[config.mk]
export PLATFORM = sky130hd
export DESIGN_NAME = load_read_unit
export DESIGN_NICKNAME = d
export VERILOG_FILES = /design/src/rtl/load_read_unit.sv
export SDC_FILE = /design/constraint.sdc
export NUM_CORES = 1
export LEC_CHECK = 0
export ABC_AREA = 1
export CELL_PAD_IN_SITES_DETAIL_PLACEMENT = 1
export CELL_PAD_IN_SITES_GLOBAL_PLACEMENT = 1
export CORE_ASPECT_RATIO = 0.6
export CORE_MARGIN = 3
export CORE_UTILIZATION = 35
export CTS_CLUSTER_DIAMETER = 50
export DETAILED_ROUTE_END_ITERATION = 10
export PLACE_DENSITY = 0.95
export SYNTH_ARGS = -nofsm -noshare
export SYNTH_HDL_FRONTEND = slang
export SYNTH_SLANG_ARGS = --single-unit
[constraint.sdc]
create_clock -name clk -period 2.6 [get_ports clk]
set_input_delay 0.52 -clock clk [delete_from_list [all_inputs] [get_ports clk]]
set_output_delay 0.52 -clock clk [all_outputs]
set_load 0.005 [all_outputs]
[src/rtl/load_read_unit.sv]
// Load controller: issues a word-aligned memory read, then extracts and extends
// the addressed byte/halfword/word. Flags misalignment, illegal funct3 and timeouts.
module load_read_unit #(
  parameter int unsigned TIMEOUT_CYCLES = 16,
  parameter int unsigned CNT_W          = 5
) (
  input  logic        clk,
  input  logic        rst,
  input  logic        start,
  input  logic [31:0] addr,
  input  logic [2:0]  funct3,
  output logic        mem_rd_req,
  output logic [31:0] mem_addr,
  input  logic        mem_rd_ack,
  input  logic [31:0] mem_rd_data,
  output logic [31:0] data_out,
  output logic        done,
  output logic        busy,
  output logic        misaligned_err,
  output logic        bus_err
);

  typedef enum logic [1:0] {
    S_IDLE,
    S_REQ,
    S_DONE
  } state_t;

  localparam logic [CNT_W-1:0] CNT_LAST = CNT_W'(TIMEOUT_CYCLES - 1);

  state_t           state_q;
  logic [31:0]      addr_q;
  logic [2:0]       f3_q;
  logic [CNT_W-1:0] cnt_q;
  logic [31:0]      data_q;
  logic             req_q;
  logic             done_q;
  logic             mis_q;
  logic             bus_q;

  logic [31:0]      data_d;
  logic [7:0]       byte_sel;
  logic [15:0]      half_sel;
  logic             req_bad;

  // Request legality is judged on the live inputs so the error path skips REQ.
  always_comb begin
    req_bad = 1'b0;
    case (funct3)
      3'b000, 3'b100: req_bad = 1'b0;
      3'b001, 3'b101: req_bad = addr[0];
      3'b010:         req_bad = (addr[1:0] != 2'b00);
      default:        req_bad = 1'b1;
    endcase
  end

  always_comb begin
    byte_sel = '0;
    case (addr_q[1:0])
      2'd0: byte_sel = mem_rd_data[7:0];
      2'd1: byte_sel = mem_rd_data[15:8];
      2'd2: byte_sel = mem_rd_data[23:16];
      2'd3: byte_sel = mem_rd_data[31:24];
      default: byte_sel = '0;
    endcase
    half_sel = addr_q[1] ? mem_rd_data[31:16] : mem_rd_data[15:0];
    data_d = '0;
    case (f3_q)
      3'b000:  data_d = {{24{byte_sel[7]}}, byte_sel};
      3'b001:  data_d = {{16{half_sel[15]}}, half_sel};
      3'b010:  data_d = mem_rd_data;
      3'b100:  data_d = {24'd0, byte_sel};
      3'b101:  data_d = {16'd0, half_sel};
      default: data_d = '0;
    endcase
  end

  always_ff @(posedge clk or negedge rst) begin
    if (!rst) begin
      state_q <= S_IDLE;
      addr_q  <= '0;
      f3_q    <= '0;
      cnt_q   <= '0;
      data_q  <= '0;
      req_q   <= 1'b0;
      done_q  <= 1'b0;
      mis_q   <= 1'b0;
      bus_q   <= 1'b0;
    end else begin
      case (state_q)
        S_IDLE: begin
          if (start) begin
            addr_q <= addr;
            f3_q   <= funct3;
            cnt_q  <= '0;
            data_q <= '0;
            bus_q  <= 1'b0;
            if (req_bad) begin
              mis_q   <= 1'b1;
              done_q  <= 1'b1;
              state_q <= S_DONE;
            end else begin
              mis_q   <= 1'b0;
              req_q   <= 1'b1;
              state_q <= S_REQ;
            end
          end
        end
        S_REQ: begin
          // Ack takes priority over a timeout landing in the same cycle.
          if (mem_rd_ack) begin
            data_q  <= data_d;
            req_q   <= 1'b0;
            done_q  <= 1'b1;
            state_q <= S_DONE;
          end else if (cnt_q == CNT_LAST) begin
            data_q  <= '0;
            bus_q   <= 1'b1;
            req_q   <= 1'b0;
            done_q  <= 1'b1;
            state_q <= S_DONE;
          end else begin
            cnt_q <= cnt_q + 1'b1;
          end
        end
        S_DONE: begin
          done_q  <= 1'b0;
          state_q <= S_IDLE;
        end
        default: begin
          req_q   <= 1'b0;
          done_q  <= 1'b0;
          state_q <= S_IDLE;
        end
      endcase
    end
  end

  assign mem_rd_req     = req_q;
  assign mem_addr       = {addr_q[31:2], 2'b00};
  assign data_out       = data_q;
  assign done           = done_q;
  assign busy           = (state_q != S_IDLE);
  assign misaligned_err = mis_q;
  assign bus_err        = bus_q;

endmodule

# Word level (Yosys, flattened, before mapping)
# Cells that the tools add are included.
[op_classes] bitwise_logic=1 n_mux=31 n_reduce_logical=16 add_sub_neg=1 eq_ne=21
[op_table] cell="case mux 32 bit (5 select lines)" count=1
[op_table] cell="2-to-1 mux 32 bit" count=3
[op_table] cell="case mux 32 bit (2 select lines)" count=1
[op_table] cell="case mux 8 bit (4 select lines)" count=1
[op_table] cell="2-to-1 mux 16 bit" count=1
[op_table] cell="2-to-1 mux 5 bit" count=3
[op_table] cell="== test 3 bit, second input constant" count=4
[op_table] cell="!= test 2 bit, second input constant" count=6
[op_table] cell="AND reduction 4 bit" count=3
[op_table] cell="2-to-1 mux 1 bit" count=11
[op_table] cell="case mux 5 bit (2 select lines)" count=1
[op_table] cell="2-to-1 mux 2 bit" count=4
[op_table] cell="== test 2 bit, second input constant" count=3
[op_table] cell="== test 3 x 1 -> 1 bit, second input constant" count=2
[op_table] cell="== test 3 x 2 -> 1 bit, second input constant" count=2
[op_table] cell="logical NOT 3 bit" count=2
[op_table] cell="case mux 1 bit (3 select lines)" count=2
[op_table] cell="AND reduction 3 bit" count=2
[op_table] cell="nonzero test 2 bit" count=3
[op_table] cell="adder 5 x 1 -> 5 bit, second input constant" count=1
[op_table] cell="== test 5 x 4 -> 1 bit, second input constant" count=1
[op_table] cell="== test 2 x 1 -> 1 bit, second input constant" count=2
[op_table] cell="logical NOT 2 bit" count=2
[op_table] cell="case mux 1 bit (2 select lines)" count=2
[op_table] cell="other kinds (5)" count=7
[totals] register_bits=78 output_inout_bits=69 elab_cells=79 input_bits=71

# Logic depth before layout (Yosys ltp)
[depth] depth_word=6 depth_mapped=10 depth_no_buf=9

# Least setup slack after synthesis
# Ideal clock, no wire load.
[synth_path] path_type="register to register" from="reg cnt_q[0]" to="reg data_q[10], in the netlist data_out[10]" setup_slack_ns=0.977 required_time_ns=2.535 setup_ns=0.065 t_arrival_ns=1.558 period_less_slack_ns=1.623 path_stages_with_launch=11 path_buffers=1 cell_sequence="dfrtp_1 ha_1 nand2_1 nor2_1 ha_1 nor3_4 nor2_2 nand2_2 buf_2 nand2_1 nand2_1"
[synth_between] elab_chain_cells=3
[synth_lines] item="start: declaration" line_no="34" rtl="logic [CNT_W-1:0] cnt_q;"
[synth_lines] item="start signal: assignment" line_no="123" rtl="cnt_q <= cnt_q + 1'b1;"
[synth_lines] item="== test 5 x 4 -> 1 bit" line_no="116" rtl="end else if (cnt_q == CNT_LAST) begin"
[synth_lines] item="!= test 3 bit (no source line)"
[synth_lines] item="AND reduction 3 bit (no source line)"
[synth_lines] item="end signal: assignment" line_no="112" rtl="data_q <= data_d;"
[synth_lines] item="end: declaration" line_no="35" rtl="logic [31:0] data_q;"
# No other way between the ends.
# A chain may end at the register's enable or synchronous reset.

# Worst setup path in the final report
[layout_path] from="reg cnt_q[0]" to="reg data_q[25], in the netlist data_out[25]"
# The elaborated chain is that of the path after synthesis.

==> results.toml <==
[global_route]
grt_pass1_vias = 4086
met2_usage_pct = 32.2
use_met3_pct = 6.22
busiest_layer = "met2"
grt_first_pass_wirelength_um = 21800
gr-total-overflow = 0
antenna_found_initial = 0
grt_util_all_layers_pct = 20.3
grt_max_degree = 49
grt_util_met1_pct = 28.3

[floorplanning]
die_w_um = 147
die_area_mm2 = 0.0132
initial_core_util_pct = 36.2
rows = 30
num_io_pins = 140
die_y_um = 90.3
placeableCoreArea_mm2 = 0.0114

[sta]
finalSetupTns_ns = 0
fin_ws_ns = 0.440
setup_viol = 0
min_period_ns = 2.16
clock_skew_ns = 0.00568
fmax_mhz = 463
finalHoldViolations = 0
timing.hold.ws_ns = 0.128
fin_crit_sh_pct = 83.1
finalMaxSlewViolations = 0
rsz0062_at_grt = "no"
slew_headroom_pct = 40.3
worst_pin_slew_ns = 0.895

[routing]
drt_iter0_drc = 250
wl_per_cell_um = 15.7
drt_pass1_iterations = 4
vias = 3926
drt_wl_total_um = 13200
drc = 0
viasPerCell = 4.65
ant_nets = 0

[yosys]
ys_seq_area_share_pct = 47.1
synth_common_cells = "nand2_1 (284), dfrtp_1 (78), inv_1 (47), nor2_1 (41), buf_4 (34)"
synth_top_area_cell = "dfrtp_1"
syn_inst = 576
yosysWarnings = 0
synth_seq_cells = 78
netlist_area_mm2 = 0.00415
syn_area_per_cell_um2 = 7.20
synth_ff_type = "dfrtp_1"
synth.most_common_cell = "nand2_1"
ys_types = 27
synth-edff-count = 0
ys_top_cells_by_area = "dfrtp_1 (47%), nand2_1 (26%), buf_4 (6.2%)"
synth_top_area_share_pct = 47.1
synth-async-reset-ratio_pct = 100

[final_layout]
area_growth_pct = 38.3
fill_cells = 1407
layout-drive-gt1-share_pct = 5.41
nets = 752
antenna_cells = 0
final_cells = 844

[cts]
tritoncts.num_buffers = 9
cts_sinks = 78
clk_pin_slew_ns = 0.06
post_cts_resized = 0
h-tree-depth = 3
clk_latency_ns = 0.34
cts_setup_buffers = 0
cts_hold_buffers = 0
cts_tree = "done"
cts_buffer_depth = 2
root_buffer = "clkbuf_16"

[worst_setup_path]
critPathRequiredTime_ns = 2.87
cp-start-kind = "flip-flop"
cp.arrival_ns = 2.43
critPathSlowestCell = "nand2_2"
crit_type = "flip-flop to flip-flop"
path_cells = "ha_1, nand2_1, nor2_1, ha_1, nor3_4, nor2_2, nand2_2, nand2_1, nand2_1"
critPathCaptureType = "flip-flop"
critPathMaxFanout = 32
cpMostUsedCell = "nand2_1"
critPathMaxStageDelay_ns = 0.47

[status]
outcome = "completed"

[placement]
placement.io_buffers = 137
gp_congestion = 0.898
pre_cts_slack_ns = 0.349
place_inst = 828
hpwlAfterDp_um = 10200

[power_and_ir_drop]
power_density_mw_per_mm2 = 1010
p_leak_nw = 3.00
vdd_drop_max_mv = 0.420

[job]
cap_viol_max_count = 0

[hold_path]
hold_path_class = "primary input to async pin"
[cells by family (layout without fill, tap and decap cells)]
logic type,count (synthesis),in the layout,synth area share [%]
buf+inv,102,209,13.1
flops,78,78,47.1
other cells,1,2,0.0904
compound gates,29,29,3.59
fa+ha+maj,2,2,0.603
simple gates,364,364,35.5
[flip-flops by register name (all words and copies together) (netlist names)]
register        cells
addr_q             32
state_q             2
cnt_q               5
mem_rd_req          1
data_out           32
f3_q                3
misaligned_err      1
done                1
bus_err             1
[metrics by stage]
stage	area (um^2)	utilization, %	power, mW
global route	5740	50.1	6.26
detailed placement	5420	47.4	4.47
finish	5740	50.1	5.80
global placement	5420	47.4	4.32
floorplan	4150	-	3.49
CTS	5740	50.1	5.86
[cell type report]
type	instances	area, um^2	share of cell area (%)
clock buffer	10	229	3.99
clock inverter	6	86.3	1.50
inverter	51	191	3.34
multi-input combinational	397	1660	28.9
sequential	78	1950	34.0
tap	160	200	3.49
timing repair buffer	142	1420	24.7
[cell usage in the layout (no fill, tap or decap), drive strengths merged]
cell | synthesis | final
a21oi | 2 | 2
dfrtp | 78 | 78
nor2 | 47 | 47
nand4 | 3 | 3
clkinvlp | 0 | 1
or2 | 2 | 2
nand3 | 22 | 22
o21ai | 25 | 25
conb | 1 | 2
nand2 | 287 | 287
clkdlybuf4s50 | 0 | 136
ha | 2 | 2
clkinv | 1 | 4
o22ai | 1 | 1
bufinv | 0 | 2
nor3 | 3 | 3
buf | 51 | 6
o21a | 1 | 1
inv | 50 | 50
clkbuf | 0 | 10
[per-layer routing]
metal  vias up  wire length [um]
li1       1910                 -
met3        13               907
met1      1881              6250
met2       122              5990
met5         -                 0
met4         0                91
[critical path: cells and delay by family, from the launching register on]
| kind | cells | cell delay [ns] |
|---|---|---|
| and+or+nand+nor | 7 | 1.19 |
| adders and majority gates | 2 | 0.46 |
| DFF | 1 | 0.44 |
[worst paths after layout]
kind | startpoint | slack, ns | cells after the start | endpoint
min reg2reg | addr_q[11]$_DFFE_PN0P_ | 0.47 | 2 | addr_q[11]$_DFFE_PN0P_
max reg2reg | cnt_q[0]$_DFFE_PN0P_ | 0.44 | 9 | data_out[25]$_DFFE_PN0P_
max in group asynchronous | rst | 1.86 | 2 | addr_q[16]$_DFFE_PN0P_
min in group clk | addr_q[11]$_DFFE_PN0P_ | 0.47 | 2 | addr_q[11]$_DFFE_PN0P_
min | rst | 0.13 | 1 | data_out[21]$_DFFE_PN0P_
max | cnt_q[0]$_DFFE_PN0P_ | 0.44 | 9 | data_out[25]$_DFFE_PN0P_
[power breakdown]
part / internal, mW / total [mW] / switching (mW) / leakage (nW)
sequential: 1.61 / 1.88 / 0.276 / 1.02
combinational: 1.13 / 2.57 / 1.44 / 1.83
clock: 0.839 / 1.35 / 0.511 / 0.152
total: 3.58 / 5.80 / 2.22 / 3.00
Power figures use the tool's default switching activity.
